### src/rtl/ramp_scan_lock_seq.sv
// Lock-acquisition sequencer: scans the ramp window for N periods, finds the signal
// maximum, parks the ramp there and enables the PIDs, rescanning on lock loss.
module ramp_scan_lock_seq #(
  parameter int unsigned R = 14
) (
  input  logic                clk,
  input  logic                rstn,
  input  logic                start,
  input  logic                abort,
  input  logic [7:0]          n_periods,
  input  logic [31:0]         timeout,
  input  logic signed [R-1:0] scan_low,
  input  logic signed [R-1:0] scan_hig,
  input  logic signed [R-1:0] sig_in,
  input  logic signed [R-1:0] ramp_a,
  input  logic                trig_low,
  input  logic                out_of_lock,
  output logic                ramp_enable,
  output logic                ramp_reset,
  output logic signed [R-1:0] ramp_low_lim,
  output logic signed [R-1:0] ramp_hig_lim,
  output logic                pid_enable,
  output logic                busy,
  output logic                done,
  output logic                err,
  output logic signed [R-1:0] peak_val,
  output logic signed [R-1:0] peak_pos,
  output logic [7:0]          relock_cnt,
  output logic [2:0]          state
);

  localparam int unsigned CW = 8;
  localparam int unsigned WW = 32;
  localparam logic signed [R-1:0] PEAK_MIN = {1'b1, {(R-1){1'b0}}};

  typedef enum logic [2:0] {
    S_IDLE   = 3'd0,
    S_ARM    = 3'd1,
    S_SYNC   = 3'd2,
    S_SCAN   = 3'd3,
    S_SEEK   = 3'd4,
    S_LOCKED = 3'd5,
    S_ERR    = 3'd6
  } state_e;

  state_e                state_q, state_d;
  logic [CW-1:0]         cnt_q, cnt_d;
  logic [WW-1:0]         wd_q, wd_d;
  logic signed [R-1:0]   peak_val_q, peak_val_d;
  logic signed [R-1:0]   peak_pos_q, peak_pos_d;
  logic signed [R-1:0]   low_q, low_d;
  logic signed [R-1:0]   hig_q, hig_d;
  logic [CW-1:0]         relock_q, relock_d;
  logic                  ramp_reset_q, ramp_reset_d;
  logic                  pid_q, pid_d;
  logic                  done_q, done_d;
  logic                  busy_q, busy_d;
  logic                  err_q, err_d;
  logic                  wd_expired;
  logic                  at_target;

  assign wd_expired = (timeout != WW'(0)) && (wd_q <= WW'(1));
  assign at_target  = (ramp_a == peak_pos_q);

  // Next-state, datapath and registered-output decode
  always_comb begin
    state_d    = state_q;
    cnt_d      = cnt_q;
    wd_d       = wd_q;
    peak_val_d = peak_val_q;
    peak_pos_d = peak_pos_q;
    low_d      = low_q;
    hig_d      = hig_q;
    relock_d   = relock_q;

    case (state_q)
      S_IDLE: begin
        if (start) state_d = (n_periods == CW'(0)) ? S_ERR : S_ARM;
      end
      S_ARM: begin
        state_d = S_SYNC;
        wd_d    = timeout;
      end
      S_SYNC: begin
        if (wd_q != WW'(0)) wd_d = wd_q - WW'(1);
        if (trig_low)        state_d = S_SCAN;
        else if (wd_expired) state_d = S_ERR;
      end
      S_SCAN: begin
        if (sig_in > peak_val_q) begin
          peak_val_d = sig_in;
          peak_pos_d = ramp_a;
        end
        if (trig_low) begin
          cnt_d = cnt_q + CW'(1);
          if (cnt_d == n_periods) begin
            state_d = S_SEEK;
            wd_d    = timeout;
          end
        end
      end
      S_SEEK: begin
        if (wd_q != WW'(0)) wd_d = wd_q - WW'(1);
        if (at_target)       state_d = S_LOCKED;
        else if (wd_expired) state_d = S_ERR;
      end
      S_LOCKED: begin
        if (out_of_lock) begin
          state_d = S_ARM;
          if (relock_q != {CW{1'b1}}) relock_d = relock_q + CW'(1);
        end else if (start) begin
          state_d = S_ARM;
        end
      end
      S_ERR: begin
        if (start && (n_periods != CW'(0))) state_d = S_ARM;
      end
      default: state_d = S_IDLE;
    endcase

    // Abort overrides every transition but preserves results and statistics
    if (abort) begin
      state_d    = S_IDLE;
      relock_d   = relock_q;
      peak_val_d = peak_val_q;
      peak_pos_d = peak_pos_q;
    end

    // Arming latches the window so the ramp resets onto the new limits
    if (state_d == S_ARM) begin
      low_d      = scan_low;
      hig_d      = scan_hig;
      cnt_d      = CW'(0);
      peak_val_d = PEAK_MIN;
    end

    ramp_reset_d = (state_d == S_ARM);
    pid_d        = (state_d == S_LOCKED);
    done_d       = (state_d == S_LOCKED) && (state_q != S_LOCKED);
    busy_d       = (state_d == S_ARM) || (state_d == S_SYNC) ||
                   (state_d == S_SCAN) || (state_d == S_SEEK);
    err_d        = (state_d == S_ERR);
  end

  always_ff @(posedge clk or negedge rstn) begin
    if (!rstn) begin
      state_q      <= S_IDLE;
      cnt_q        <= '0;
      wd_q         <= '0;
      peak_val_q   <= '0;
      peak_pos_q   <= '0;
      low_q        <= '0;
      hig_q        <= '0;
      relock_q     <= '0;
      ramp_reset_q <= 1'b0;
      pid_q        <= 1'b0;
      done_q       <= 1'b0;
      busy_q       <= 1'b0;
      err_q        <= 1'b0;
    end else begin
      state_q      <= state_d;
      cnt_q        <= cnt_d;
      wd_q         <= wd_d;
      peak_val_q   <= peak_val_d;
      peak_pos_q   <= peak_pos_d;
      low_q        <= low_d;
      hig_q        <= hig_d;
      relock_q     <= relock_d;
      ramp_reset_q <= ramp_reset_d;
      pid_q        <= pid_d;
      done_q       <= done_d;
      busy_q       <= busy_d;
      err_q        <= err_d;
    end
  end

  // Gated in the match cycle so the ramp cannot step past the target
  assign ramp_enable = ((state_q == S_SYNC) || (state_q == S_SCAN) || (state_q == S_SEEK)) &&
                       !((state_q == S_SEEK) && at_target);

  assign ramp_reset   = ramp_reset_q;
  assign ramp_low_lim = low_q;
  assign ramp_hig_lim = hig_q;
  assign pid_enable   = pid_q;
  assign busy         = busy_q;
  assign done         = done_q;
  assign err          = err_q;
  assign peak_val     = peak_val_q;
  assign peak_pos     = peak_pos_q;
  assign relock_cnt   = relock_q;
  assign state        = state_q;

endmodule

### config.mk
export PLATFORM = sky130hd
export DESIGN_NAME = ramp_scan_lock_seq
export DESIGN_NICKNAME = d
export VERILOG_FILES = /design/src/rtl/ramp_scan_lock_seq.sv
export SDC_FILE = /design/constraint.sdc
export NUM_CORES = 1
export LEC_CHECK = 0
export ABC_AREA = 1
export ABC_CLOCK_PERIOD_IN_PS = 3650
export CORE_MARGIN = 2
export CORE_UTILIZATION = 53
export CTS_CLUSTER_SIZE = 12
export DETAILED_ROUTE_END_ITERATION = 12
export PLACE_DENSITY = 0.93
export SLEW_MARGIN = 20
export SYNTH_ARGS = -nofsm -noshare
export SYNTH_HDL_FRONTEND = slang
export SYNTH_SLANG_ARGS = --single-unit
### constraint.sdc
create_clock -name clk -period 3.65 [get_ports clk]
set_input_delay 0.73 -clock clk [delete_from_list [all_inputs] [get_ports clk]]
set_output_delay 0.73 -clock clk [all_outputs]
set_load 0.03 [all_outputs]
==> results of run 1 <==
==> cells by family (layout without fill, tap and decap cells) <==
group | count (synthesis) | in the layout
compound gates | 115 | 115
xor+xnor | 23 | 23
fa+ha+maj | 18 | 18
buf+inv | 160 | 332
flops | 112 | 112
simple gates | 520 | 520
==> state kept, by name (all words and copies together), names as in the netlist <==
signal	flops
ramp_hig_lim	14
peak_pos	14
state	3
ramp_reset	1
done	1
wd_q	32
ramp_low_lim	14
pid_enable	1
cnt_q	8
err	1
peak_val	14
busy	1
relock_cnt	8
==> power by group through the flow <==
| stage | clock, mW | combinational, mW | sequential, mW |
|---|---|---|---|
| floorplan | 0 | 0.950 | 2.40 |
| global placement | 0 | 2.18 | 2.00 |
| detailed placement | 0 | 2.24 | 2.01 |
| CTS | 0.946 | 2.25 | 2.00 |
| global route | 0.990 | 2.48 | 2.06 |
| finish | 0.931 | 2.25 | 2.01 |
==> per-layer routing <==
layer | vias to the layer above | wire, um
met2 | 248 | 8580
met3 | 33 | 1460
li1 | 3307 | -
met5 | - | 0
met1 | 3010 | 7220
met4 | 0 | 378
==> through the flow <==
stage	setup WS [ps]	instances	hold WS, ps	area [um2]	power (mW)
final	309	1288	405	8780	5.19
after global routing	196	1288	468	8780	5.53
after CTS	301	1288	476	8780	5.20
after detailed placement	308	1272	457	8500	4.25
after global placement	326	1272	454	8500	4.18
after floorplan	1330	948	434	6620	3.35
==> Yosys cell counts (all sizes together) <==
master,instances,area (um2)
o21ai,57,285
dfrtp,112,2800
and2,2,12.5
a32oi,1,8.76
buf,13,83.8
nor2,122,470
o211a,1,10.0
nand3b,1,7.51
inv,133,499
a21boi,1,7.51
or2,1,6.26
a211oi,2,15.0
nand3,46,230
o2111a,1,11.3
nor3b,1,7.51
ha,18,225
a31oi,12,75.1
o221ai,1,8.76
nor4,1,6.26
nand2,319,1200
nand4,17,113
o21bai,2,15.0
a21oi,27,135
xnor2,8,70.1
nor3,10,50.1
xor2,15,131
o21a,1,7.51
o22ai,1,6.26
clkbuf,14,52.6
o31ai,1,7.51
o211ai,6,45.0
o2111ai,1,8.76
==> path summary, 6_finish.rpt <==
check / cells past startpoint / start / to / slack (ps)
max: 9 / ramp_a[11] / ramp_enable / 310
min: 1 / rstn / peak_val[0]$_DFFE_PN0P_ / 400
max reg2reg: 14 / wd_q[0]$_DFFE_PN0P_ / wd_q[27]$_DFFE_PN0P_ / 930
min reg2reg: 2 / ramp_low_lim[4]$_DFFE_PN0N_ / ramp_low_lim[4]$_DFFE_PN0N_ / 470
max in group asynchronous: 2 / rstn / wd_q[4]$_DFFE_PN0P_ / 2470
min in group clk: 2 / ramp_low_lim[4]$_DFFE_PN0N_ / ramp_low_lim[4]$_DFFE_PN0N_ / 470
==> worst reg2reg max path: stages, from the launching register on <==
cell and delay (ps):
dfrtp_1 420, inv_1 90, ha_1 160, inv_1 60, nor2_1 130, nand2_1 170, nor2_1 290, nand2_1 170
nor3_1 290, a31oi_1 70, nand2_1 110, inv_2 200, buf_4 260, o2111ai_1 100, nand2_1 80
==> layout make-up <==
cell class	instances	area, um2
Multi-Input combinational cell	676	3180
Fill cell	953	3330
Inverter	133	499
Clock buffer	9	225
Timing Repair Buffer	183	1810
Clock inverter	7	48.8
Sequential cell	112	2800
Tap cell	168	210
==> metrics.md, run 1 <==
| Metric | Value |
|---|---|
| Yosys reg bits | `112` |
| ANT cells | `0` |
| Cell variety after synth | `39` |
| Routed length per instance | `13.7 um` |
| Core ar. | `12,100 um2` |
| Met2 Use GR | `45.7%` |
| Core Util, Final | `72.5%` |
| Largest family of logic cells by synthesized area | `simple AND/OR/NAND/NOR gates` |
| Crit-path max cell delay | `680 ps` |
| Nets | `1,235` |
| Worst path slowest cell | `clkdlybuf4s50_1` |
| Fmax | `0.299 GHz` |
| Comb pwr share | `43.3%` |
| Maximum vdd ir drop | `0.613 mV` |
| Initial Utilization | `54.7%` |
| Drc violations | `0` |
| Synth Area in Compound Gates | `9.77%` |
| PortBufs | `174` |
| Global route overflow | `0` |
| Gr usage total | `26.9%` |
| RSZ-0062 raised after global routing | `no` |
| GR met1 Demand/Resource | `33.2%` |
| HPWL Detailed | `13,200 um` |
| Switching component of the power | `2.18 mW` |
| Clock latency on the worst-skew pair | `360 ps` |
| Crit path DAT | `2610 ps` |
| Placer congestion estimate | `0.901` |
| Synthesis Warnings | `0` |
| P_leak | `4.29 nW` |
| Initial antenna violation count | `0` |
| Crit. End Element | `output port` |
| Most frequent cells in the layout | `nand2_1, clkdlybuf4s50_1, inv_1` |
| Register area share after synthesis | `42.3%` |
| First-pass DRT Iterations | `5` |
| CTS Hold Bufs | `0` |
| Post_cts resized | `0` |
| Status | `completed` |
| Post-synthesis adder-cell area fraction | `3.40%` |
| Internal power | `3.01 mW` |
| H-Tree Level Count | `3` |
| Routed WL | `17,600 um` |
| Max-Cap Viols | `0` |
| Num CTS Buffers | `9` |
| CTS tree | `yes` |
| Clock sinks | `112` |
| Clock-pin slew on the worst setup and hold paths | `80 ps` |
| CP Class | `input port to output port` |
| # rows | `40` |
| Crit path launch type | `input port` |
| Sw frac | `42.0%` |
| Final worst-path cycle share | `91.5%` |
| Worst path bufs/invs | `4` |
| Final min period | `3340 ps` |
| Syn avg cell area | `6.98 um2` |
| Crit path cell chain | `clkdlybuf4s50_1 > inv_1 > or2_2 > nand3_1 > nor2_1 > a21oi_1 > inv_1 > nand2_1 > clkdlybuf4s50_1` |
| Via count | `6,598` |
| Slew headroom | `41.0%` |
| Die width | `116 um` |
| Most Crowded Layer GR | `met2` |
| Clk_skew | `7.69 ps` |
| First-pass GRT wire length | `28,700 um` |
| Cell family with most CP delay | `buffers and inverters` |
| Pwr Density | `591 nW/um2` |
| Clock network power share | `17.9%` |
| Clock Path Buffers | `2` |
| Clk Tree Root Cell | `clkbuf_16` |
| Hold Path Class | `input port to async pin` |
| Vias in the first global route | `6,380` |
| Worst EP required | `2920 ps` |
| Postcts setup bufs | `0` |
| Commonest non-fill, non-tap cell in the layout | `nand2_1` |
| Post-synthesis xor/xnor area fraction | `3.04%` |
| Sequential share of power | `38.7%` |
| IO Count | `175` |
| Die ar. | `13,400 um2` |
| Worst Tran Pin Value | `885 ps` |
| Pins Over Slew Limit | `0` |
| Setup violators final | `0` |
| Syn Inst Count | `948` |
| Setup Total Neg Slack | `0 ps` |
| Share of layout cells above drive strength 1 | `3.30%` |
| Synthesized netlist net count | `1,068` |
| Die Ht | `116 um` |
| Mux contribution to synthesized area | `0%` |
| Final ANT Viol Nets | `0` |
| Post-Syn Area | `6620 um2` |
| Fin. Hold Viols | `0` |
| Simple-gate share of the synthesized area | `31.8%` |
| Drt initial violations | `473` |
| Vias/cell | `5.12` |
| Area Growth Syn to Fin | `32.6%` |
| CP Max Fanout | `3` |
| Met3 global-route usage | `7.90%` |
| Pin count of the biggest net entering global routing | `81` |
Power figures use the tool's default switching activity.
==> inputs of run 2 (changes only) <==
Settings changed: GPL_TIMING_DRIVEN set to 0.
==> metrics.md, run 2 (same netlist as run 1, synthesis figures left out) <==
| Metric | Value |
|---|---|
| Via count | `6,763` |
| Final min period | `3410 ps` |
| Clk Tree Root Cell | `clkbuf_16` |
| Final ANT Viol Nets | `0` |
| Crit-path max cell delay | `690 ps` |
| HPWL Detailed | `14,000 um` |
| Vias in the first global route | `6,458` |
| CTS Hold Bufs | `0` |
| GR met1 Demand/Resource | `34.2%` |
| CTS tree | `yes` |
| Area Growth Syn to Fin | `34.6%` |
| Post_cts resized | `0` |
| Most frequent cells in the layout | `nand2_1, clkdlybuf4s50_1, inv_1` |
| Met2 Use GR | `49.9%` |
| Worst EP required | `2920 ps` |
| First-pass GRT wire length | `30,200 um` |
| Clock sinks | `112` |
| Worst hold slack | `253 ps` |
| Met3 global-route usage | `9.73%` |
| First-pass DRT Iterations | `4` |
| CP Max Fanout | `3` |
| R2R setup slack | `950 ps` |
| Worst setup margin | `240 ps` |
| ANT cells | `0` |
| Nets | `1,254` |
| Worst Tran Pin Value | `575 ps` |
| Die Ht | `116 um` |
| Core Util, Final | `73.6%` |
| Clk_skew | `10.5 ps` |
| Pin count of the biggest net entering global routing | `74` |
| P_leak | `4.35 nW` |
| Clock latency on the worst-skew pair | `360 ps` |
| Fin. Hold Viols | `0` |
| Initial Utilization | `54.7%` |
| Placed insts | `1,291` |
| Drc violations | `0` |
| Global route overflow | `0` |
| RSZ-0062 raised after global routing | `no` |
| Status | `completed` |
| Placer congestion estimate | `0.932` |
| Core ar. | `12,100 um2` |
| Crit path DAT | `2680 ps` |
| Most Crowded Layer GR | `met2` |
| PortBufs | `174` |
| Crit. End Element | `output port` |
| Max FFs per register | `32` |
| Clock-pin slew on the worst setup and hold paths | `80 ps` |
| Final worst-path cycle share | `93.4%` |
| Clock Path Buffers | `2` |
| Routed length per instance | `14.3 um` |
| Die ar. | `13,400 um2` |
| CP Class | `input port to output port` |
| Postcts setup bufs | `0` |
| Drt initial violations | `481` |
| Slew headroom | `61.7%` |
| Setup WS pre-CTS | `236 ps` |
| Commonest non-fill, non-tap cell in the layout | `nand2_1` |
| IO Count | `175` |
| Num CTS Buffers | `9` |
| H-Tree Level Count | `3` |
| Non-Filler Instances | `1,307` |
| Routed WL | `18,700 um` |
| Fill cells | `918` |
| Initial antenna violation count | `0` |
| Fmax | `0.293 GHz` |
| Crit path launch type | `input port` |
| Share of layout cells above drive strength 1 | `3.51%` |
| Worst path slowest cell | `clkdlybuf4s50_1` |
| Gr usage total | `28.8%` |
| Crit path cell chain | `clkdlybuf4s50_1 > inv_1 > or2_2 > nand3_1 > nor2_1 > a21oi_1 > inv_1 > nand2_1 > clkdlybuf4s50_1` |
| Maximum vdd ir drop | `0.471 mV` |
| Vias/cell | `5.17` |
| # rows | `40` |
| Max-Cap Viols | `0` |
| Pwr Density | `598 nW/um2` |
| Setup violators final | `0` |
| Hold Path Class | `input port to async pin` |
| Die width | `116 um` |
| Pins Over Slew Limit | `0` |
| Biggest register | `wd_q` |
run 2: through the flow:
step                      instance area [um2]  power (mW)  setup TNS (ps)
final                                    8910        5.33               0
after global routing                     8910        5.67               0
after CTS                                8910        5.33               0
after detailed placement                 8600        4.28               0
after global placement                   8570        4.21         -277270
after floorplan                          6620        3.35               0
run 2: where the power goes:
part	internal [mW]	total (mW)	switching, mW
registers	1.64	2.02	0.374
clock network	0.558	1.04	0.478
logic	0.913	2.28	1.36
run 2: critical path, delay by kind of cell:
kind,cells,cell delay [ps]
AND/OR/NAND/NOR,4,500
buffers and inverters,4,1250
AO/OA/AOI/OAI,1,200
run 2: path summary, 6_finish.rpt:
kind / start / end / cells past startpoint
hold / removal: rstn / peak_val[1]$_DFFE_PN0P_ / 1
hold reg to reg: ramp_low_lim[9]$_DFFE_PN0N_ / ramp_low_lim[9]$_DFFE_PN0N_ / 2
setup reg to reg: wd_q[0]$_DFFE_PN0P_ / wd_q[9]$_DFFE_PN0P_ / 12
setup / recovery: ramp_a[11] / ramp_enable / 9
min in group clk: ramp_low_lim[9]$_DFFE_PN0N_ / ramp_low_lim[9]$_DFFE_PN0N_ / 2
max in group asynchronous: rstn / wd_q[23]$_DFFE_PN0P_ / 2
run 2: layer usage:
layer | wire, um | vias up
met2 | 8950 | 299
met5 | 0 | -
met1 | 7510 | 3079
li1 | - | 3348
met4 | 453 | 0
met3 | 1800 | 37
run 2: layout make-up:
cell class | count | area [um2] | share of cell area, %
tap | 168 | 210 | 2.36
clock inverter | 5 | 65.1 | 0.730
clock buffer | 11 | 243 | 2.72
timing repair buffer | 175 | 1770 | 19.9
multi-input combinational | 676 | 3180 | 35.7
sequential | 112 | 2800 | 31.5
buffer | 27 | 136 | 1.53
inverter | 133 | 499 | 5.60
